<file path="src/rtl/multicycle_ctrl_if.sv">
// Datapath-facing signal bundle for the multi-cycle RISC-V control FSM.
// The controller uses the master modport; the datapath/bench uses slave.
interface multicycle_ctrl_if #(
    parameter int unsigned CNT_W = 32
);
    logic [6:0]       op;
    logic             Zero;
    logic             mem_ready;
    logic             PCWrite;
    logic             AdrSrc;
    logic             IRWrite;
    logic             MemWrite;
    logic             RegWrite;
    logic [1:0]       ResultSrc;
    logic [1:0]       ALUSrcA;
    logic [1:0]       ALUSrcB;
    logic [1:0]       ALUOp;
    logic [1:0]       ImmSrc;
    logic             instr_done;
    logic             illegal;
    logic [CNT_W-1:0] instret;
    logic [3:0]       state;

    modport master (
        input  op, Zero, mem_ready,
        output PCWrite, AdrSrc, IRWrite, MemWrite, RegWrite, ResultSrc,
               ALUSrcA, ALUSrcB, ALUOp, ImmSrc, instr_done, illegal,
               instret, state
    );

    modport slave (
        output op, Zero, mem_ready,
        input  PCWrite, AdrSrc, IRWrite, MemWrite, RegWrite, ResultSrc,
               ALUSrcA, ALUSrcB, ALUOp, ImmSrc, instr_done, illegal,
               instret, state
    );
endinterface

</file>
<file path="src/rtl/multicycle_ctrl.sv">
// Multi-cycle RISC-V control FSM: sequences fetch/decode/execute/memory/writeback,
// drives datapath selects and enables, and counts retired instructions.
module multicycle_ctrl #(
    parameter int unsigned CNT_W = 32
) (
    input  logic             clk,
    input  logic             rst_n,
    multicycle_ctrl_if.master bus
);
    typedef enum logic [3:0] {
        S_FETCH    = 4'd0,
        S_DECODE   = 4'd1,
        S_MEMADR   = 4'd2,
        S_MEMREAD  = 4'd3,
        S_MEMWB    = 4'd4,
        S_MEMWRITE = 4'd5,
        S_EXECR    = 4'd6,
        S_EXECI    = 4'd7,
        S_ALUWB    = 4'd8,
        S_BEQ      = 4'd9
    } state_t;

    localparam logic [6:0] OP_LW  = 7'b0000011;
    localparam logic [6:0] OP_SW  = 7'b0100011;
    localparam logic [6:0] OP_R   = 7'b0110011;
    localparam logic [6:0] OP_I   = 7'b0010011;
    localparam logic [6:0] OP_BEQ = 7'b1100011;

    state_t           r_state;
    state_t           w_next;
    logic [CNT_W-1:0] r_instret;
    logic             w_pcwrite, w_irwrite, w_memwrite, w_regwrite;
    logic             w_done, w_illegal, w_adrsrc;
    logic [1:0]       w_resultsrc, w_alusrca, w_alusrcb, w_aluop, w_immsrc;

    always_ff @(posedge clk or negedge rst_n) begin
        if (!rst_n) r_state <= S_FETCH;
        else        r_state <= w_next;
    end

    always_comb begin
        w_next      = S_FETCH;
        w_pcwrite   = 1'b0;
        w_irwrite   = 1'b0;
        w_memwrite  = 1'b0;
        w_regwrite  = 1'b0;
        w_done      = 1'b0;
        w_illegal   = 1'b0;
        w_adrsrc    = 1'b0;
        w_resultsrc = 2'b00;
        w_alusrca   = 2'b00;
        w_alusrcb   = 2'b00;
        w_aluop     = 2'b00;
        case (r_state)
            S_FETCH: begin
                w_resultsrc = 2'b10;
                w_alusrcb   = 2'b10;
                w_pcwrite   = bus.mem_ready;
                w_irwrite   = bus.mem_ready;
                w_next      = bus.mem_ready ? S_DECODE : S_FETCH;
            end
            S_DECODE: begin
                w_alusrca = 2'b01;
                w_alusrcb = 2'b01;
                case (bus.op)
                    OP_LW, OP_SW: w_next = S_MEMADR;
                    OP_R:         w_next = S_EXECR;
                    OP_I:         w_next = S_EXECI;
                    OP_BEQ:       w_next = S_BEQ;
                    default:      w_illegal = 1'b1;
                endcase
            end
            S_MEMADR: begin
                w_alusrca = 2'b10;
                w_alusrcb = 2'b01;
                w_next    = (bus.op == OP_SW) ? S_MEMWRITE : S_MEMREAD;
            end
            S_MEMREAD: begin
                w_adrsrc = 1'b1;
                w_next   = bus.mem_ready ? S_MEMWB : S_MEMREAD;
            end
            S_MEMWB: begin
                w_resultsrc = 2'b01;
                w_regwrite  = 1'b1;
                w_done      = 1'b1;
            end
            S_MEMWRITE: begin
                w_adrsrc   = 1'b1;
                w_memwrite = 1'b1;
                w_done     = bus.mem_ready;
                w_next     = bus.mem_ready ? S_FETCH : S_MEMWRITE;
            end
            S_EXECR: begin
                w_alusrca = 2'b10;
                w_aluop   = 2'b10;
                w_next    = S_ALUWB;
            end
            S_EXECI: begin
                w_alusrca = 2'b10;
                w_alusrcb = 2'b01;
                w_aluop   = 2'b10;
                w_next    = S_ALUWB;
            end
            S_ALUWB: begin
                w_regwrite = 1'b1;
                w_done     = 1'b1;
            end
            S_BEQ: begin
                w_alusrca = 2'b10;
                w_aluop   = 2'b01;
                w_pcwrite = bus.Zero;
                w_done    = 1'b1;
            end
            default: w_next = S_FETCH;
        endcase
    end

    always_comb begin
        w_immsrc = 2'b00;
        if (bus.op == OP_SW)       w_immsrc = 2'b01;
        else if (bus.op == OP_BEQ) w_immsrc = 2'b10;
    end

    always_ff @(posedge clk or negedge rst_n) begin
        if (!rst_n)      r_instret <= '0;
        else if (w_done) r_instret <= r_instret + CNT_W'(1);
    end

    // Enables are gated by rst_n so a reset kills them without waiting for a clock.
    assign bus.PCWrite    = w_pcwrite  & rst_n;
    assign bus.IRWrite    = w_irwrite  & rst_n;
    assign bus.MemWrite   = w_memwrite & rst_n;
    assign bus.RegWrite   = w_regwrite & rst_n;
    assign bus.instr_done = w_done     & rst_n;
    assign bus.illegal    = w_illegal  & rst_n;
    assign bus.AdrSrc     = w_adrsrc;
    assign bus.ResultSrc  = w_resultsrc;
    assign bus.ALUSrcA    = w_alusrca;
    assign bus.ALUSrcB    = w_alusrcb;
    assign bus.ALUOp      = w_aluop;
    assign bus.ImmSrc     = w_immsrc;
    assign bus.instret    = r_instret;
    assign bus.state      = r_state;
endmodule

</file>
<file path="src/flat_wrapper.sv">
// flat-port wrapper written by rule: the top's interface ports become plain ports
module multicycle_ctrl_flat 
#(
    parameter int unsigned CNT_W = 32
)
  (clk, rst_n, bus_op, bus_Zero, bus_mem_ready, bus_PCWrite, bus_AdrSrc, bus_IRWrite, bus_MemWrite, bus_RegWrite, bus_ResultSrc, bus_ALUSrcA, bus_ALUSrcB, bus_ALUOp, bus_ImmSrc, bus_instr_done, bus_illegal, bus_instret, bus_state);
  multicycle_ctrl_if #(.CNT_W(CNT_W)) bus_i ();
  input  logic clk;
  input  logic rst_n;
  input wire logic [$bits(bus_i.op)-1:0] bus_op;
  input wire logic [$bits(bus_i.Zero)-1:0] bus_Zero;
  input wire logic [$bits(bus_i.mem_ready)-1:0] bus_mem_ready;
  output wire logic [$bits(bus_i.PCWrite)-1:0] bus_PCWrite;
  output wire logic [$bits(bus_i.AdrSrc)-1:0] bus_AdrSrc;
  output wire logic [$bits(bus_i.IRWrite)-1:0] bus_IRWrite;
  output wire logic [$bits(bus_i.MemWrite)-1:0] bus_MemWrite;
  output wire logic [$bits(bus_i.RegWrite)-1:0] bus_RegWrite;
  output wire logic [$bits(bus_i.ResultSrc)-1:0] bus_ResultSrc;
  output wire logic [$bits(bus_i.ALUSrcA)-1:0] bus_ALUSrcA;
  output wire logic [$bits(bus_i.ALUSrcB)-1:0] bus_ALUSrcB;
  output wire logic [$bits(bus_i.ALUOp)-1:0] bus_ALUOp;
  output wire logic [$bits(bus_i.ImmSrc)-1:0] bus_ImmSrc;
  output wire logic [$bits(bus_i.instr_done)-1:0] bus_instr_done;
  output wire logic [$bits(bus_i.illegal)-1:0] bus_illegal;
  output wire logic [$bits(bus_i.instret)-1:0] bus_instret;
  output wire logic [$bits(bus_i.state)-1:0] bus_state;
  assign bus_i.op = bus_op;
  assign bus_i.Zero = bus_Zero;
  assign bus_i.mem_ready = bus_mem_ready;
  assign bus_PCWrite = bus_i.PCWrite;
  assign bus_AdrSrc = bus_i.AdrSrc;
  assign bus_IRWrite = bus_i.IRWrite;
  assign bus_MemWrite = bus_i.MemWrite;
  assign bus_RegWrite = bus_i.RegWrite;
  assign bus_ResultSrc = bus_i.ResultSrc;
  assign bus_ALUSrcA = bus_i.ALUSrcA;
  assign bus_ALUSrcB = bus_i.ALUSrcB;
  assign bus_ALUOp = bus_i.ALUOp;
  assign bus_ImmSrc = bus_i.ImmSrc;
  assign bus_instr_done = bus_i.instr_done;
  assign bus_illegal = bus_i.illegal;
  assign bus_instret = bus_i.instret;
  assign bus_state = bus_i.state;
  multicycle_ctrl #(.CNT_W(CNT_W)) u_core (.clk(clk), .rst_n(rst_n), .bus(bus_i));
endmodule
</file>
<file path="config.mk">
export PLATFORM = sky130hd
export DESIGN_NAME = multicycle_ctrl_flat
export DESIGN_NICKNAME = d
export VERILOG_FILES = /design/src/rtl/multicycle_ctrl_if.sv /design/src/rtl/multicycle_ctrl.sv /design/src/flat_wrapper.sv
export SDC_FILE = /design/constraint.sdc
export NUM_CORES = 1
export LEC_CHECK = 0
export ABC_AREA = 1
export CORE_UTILIZATION = 27
export CTS_CLUSTER_SIZE = 28
export DETAILED_ROUTE_END_ITERATION = 10
export PLACE_DENSITY = 0.58
export SETUP_SLACK_MARGIN = 0.15
export SLEW_MARGIN = 20
export SYNTH_ARGS = -nofsm -noshare
export SYNTH_HDL_FRONTEND = slang
export SYNTH_SLANG_ARGS = --single-unit
</file>
<file path="constraint.sdc">
create_clock -name clk -period 2.2 [get_ports clk]
set_input_delay 0.44 -clock clk [delete_from_list [all_inputs] [get_ports clk]]
set_output_delay 0.44 -clock clk [all_outputs]
set_load 0.02 [all_outputs]
</file>
==> results.sh <==
export IMPL_wl_per_cell_um=11.4
export IMPL_ys_seq_area_share_pct=41.6
export IMPL_drt_total_wl_um=5590
export IMPL_start_util_pct=28.0
export IMPL_cpPeakStageDelay_ns=0.39
export IMPL_num_vias=2165
export IMPL_n_antenna_cell=0
export IMPL_netlist_area_um2=2160
export IMPL_ys_ff_latch=36
export IMPL_port_buffers=63
export IMPL_rows=32
export IMPL_groute_usage_overall_pct=13.9
export IMPL_critPathRequiredTime_ns=1.76
export IMPL_antenna_found_initial=0
export IMPL_endpoint="bus_illegal"
export IMPL_reg2reg_to="u_core.bus.instret[25]"
export IMPL_grt_first_pass_wirelength_um=9350
export IMPL_nFillCells=802
export IMPL_rr_startpoint="u_core.bus.state[2]"
export IMPL_reg2reg_depth=10
export IMPL_numCtsBuffers=5
export IMPL_worstPathMaxFanout=2
export IMPL_avgSynthCellArea_um2=7.00
export IMPL_root_buffer="clkbuf_8"
export IMPL_peakVddDrop_mv=0.270
export IMPL_clk_latency_ns=0.29
export IMPL_powerDensity_nw_per_um2=637
export IMPL_first_pass_iters=4
export IMPL_fin_crit_sh_pct=89.7
export IMPL_crit_start="bus_op[3]"
export IMPL_final_util_pct=39.9
export IMPL_hold_class="input port to asynchronous set/reset pin"
export IMPL_grt_pass1_vias=2087
export IMPL_cp_slowest_cell="clkdlybuf4s50_1"
export IMPL_dpl_cell_area_um2=2990
export IMPL_fin_ws_ns=0.226
export IMPL_arrival_ns=1.53
export IMPL_r2r_setup_slack_ns=0.48
export IMPL_cp_depth=7
export IMPL_cts_max_level=2
export IMPL_areaGrowthSynthToFinish_pct=42.5
export IMPL_cts_tree="built"
export IMPL_worst_pin_slew_ns=0.398
export IMPL_routabilityCongestion=0.753
export IMPL_fp_dieH_um=91.5
export IMPL_finalHoldViolCount=0
export IMPL_die_x_um=91.5
export IMPL_timing_fmax_mhz=507
export IMPL_max_slew_margin_pct=73.4
export IMPL_globalRouteOverflowTotal=0
export IMPL_drive_above_1_share_pct=13.1
export IMPL_critical_path_top_delay_family="buffers and inverters"
export IMPL_grt_max_degree=39
export IMPL_final_cell_area_um2=3080
export IMPL_cp_cell_sequence="clkdlybuf4s50_1 -> nor2_1 -> nand3_1 -> buf_4 -> a21oi_2 -> nor3_2 -> buf_2"
export IMPL_crit_path_start_kind="input port"
export IMPL_nNetsFinal=401
export IMPL_core_area_um2=7730
export IMPL_syn_inst=309
export IMPL_period_needed_ns=1.97
export IMPL_dieArea_um2=8370
export IMPL_drv_cap=0
export IMPL_crit_path_end_kind="output pin"
export IMPL_cts_clk_slew_worst_paths_ns=0.08
export IMPL_viasPerCell=4.40
export IMPL_synth_nets=321
export IMPL_final_setup_viol_count=0
export IMPL_ant_nets=0
export IMPL_power_leakage_uw=0.00141
export IMPL_dpl_hpwl_um=4290
export IMPL_drcViolationCount=0
export IMPL_finalSetupTns_ns=0
export IMPL_cts_max_path_buffers=2
export IMPL_dp_cells=484
export IMPL_clock_skew_ns=0.00947
export IMPL_instances_no_fill=492
export IMPL_outcome="completed"
export IMPL_drt_iter0_markers=53
export IMPL_criticalPathCategory="input port to output pin"
export IMPL_yosys_warnings=0
export IMPL_final_max_slew_viol_count=0
export IMPL_pre_cts_ws_ns=-0.260
export IMPL_pin_count=64
export IMPL_rsz0062_at_grt="true"
export IMPL_worst_path_buf_inv=3
export IMPL_cts_sinks=36
export IMPL_ys_types=24
## state kept, by name (all words and copies together) (netlist names)
signal / cells
u_core.bus.instret: 32
u_core.bus.state: 4
## worst reg2reg max path: cells and delay by family, from the launching register on
kind            cells  cell delay [ns]
compound gates      1             0.16
simple gates        6             0.50
buf+inv             3             0.59
flops               1             0.38
## cells in the mapped netlist (all sizes together)
library cell   n  share of area, %
o21ai         10               2.3
nand4         13               3.8
xor2           2              0.81
dfrtp         36                42
nand3b         2              0.69
nand3         25               6.2
nor3           3              0.69
a21oi          3              0.69
inv           46               8.0
xnor2         13               5.3
o311ai         1              0.40
nor2          51               9.5
ha             1              0.58
and3           1              0.29
buf            4               1.6
nand2         98                17
## through the flow
step                power, uW  hold WS [ns]
floorplan                1100         0.144
CTS                      1990        0.0842
global route             2070         0.105
detailed placement       1440         0.405
global placement         1450         0.405
finish                   1960        0.0949
## where the power goes
group	total [uW]	switching (uW)	leakage (uW)	internal, uW
registers	755	54.1	0.000490	701
logic	630	373	0.000865	257
clock network	579	242	0.0000552	337
total	1960	669	0.00141	1290
## cell usage in the layout (no fill, tap or decap), types with 13 or more instances in the layout
cell type	instances
nor2_1	41
inv_1	45
nand3_1	23
nand4_1	13
dfrtp_1	35
clkdlybuf4s50_1	45
xnor2_1	13
nand2_1	93
buf_4	14
## metal layers
metal	track usage, %	up-vias	part of all wire (%)
met3	3.27	7	4.0
met5	0	-	0
met1	18.1	1002	48
li1	-	1119	-
met4	3.97	0	1.0
met2	22.9	37	47
## what timing repair did
item                       in CTS  in global routing
hold endpoints to repair        0                  0
resized for setup              36                 12
hold buffers                    0                  0
setup buffers                   0                  0
setup endpoints to repair      17                 11
## area by class of cell
cell class | instances | area, um^2 | area share [%]
multi-input cells | 223 | 1090 | 35.2
well taps | 102 | 128 | 4.14
inverters | 46 | 173 | 5.60
clock buffers | 6 | 72.6 | 2.35
repair buffers | 77 | 687 | 22.3
clock inverters | 2 | 35.0 | 1.14
flip-flops and latches | 36 | 902 | 29.3
## worst min path at each step
stage	slack, ns	cells past startpoint	from	to
2_1_floorplan	0.14	0	rst_n	u_core.bus.instret[0]
3_3_place_gp	0.40	2	rst_n	u_core.bus.instret[1]
3_5_place_dp	0.41	2	rst_n	u_core.bus.instret[1]
4_1_cts	0.08	2	rst_n	u_core.bus.instret[1]
5_1_grt	0.10	2	rst_n	u_core.bus.instret[1]
6_report	0.09	2	rst_n	u_core.bus.instret[1]
## cells by family (layout without fill, tap and decap cells)
| family | count (synthesis) | count (layout) | share of synthesized area, % |
|---|---|---|---|
| AOI/OAI and AO/OA | 14 | 14 | 3.41 |
| buffers and inverters | 50 | 131 | 9.60 |
| DFF | 36 | 36 | 41.6 |
| xor gates and xnor gates | 15 | 15 | 6.07 |
| adders and majority gates | 1 | 1 | 0.578 |
| and+or+nand+nor | 193 | 193 | 38.7 |
Power figures use the tool's default switching activity.
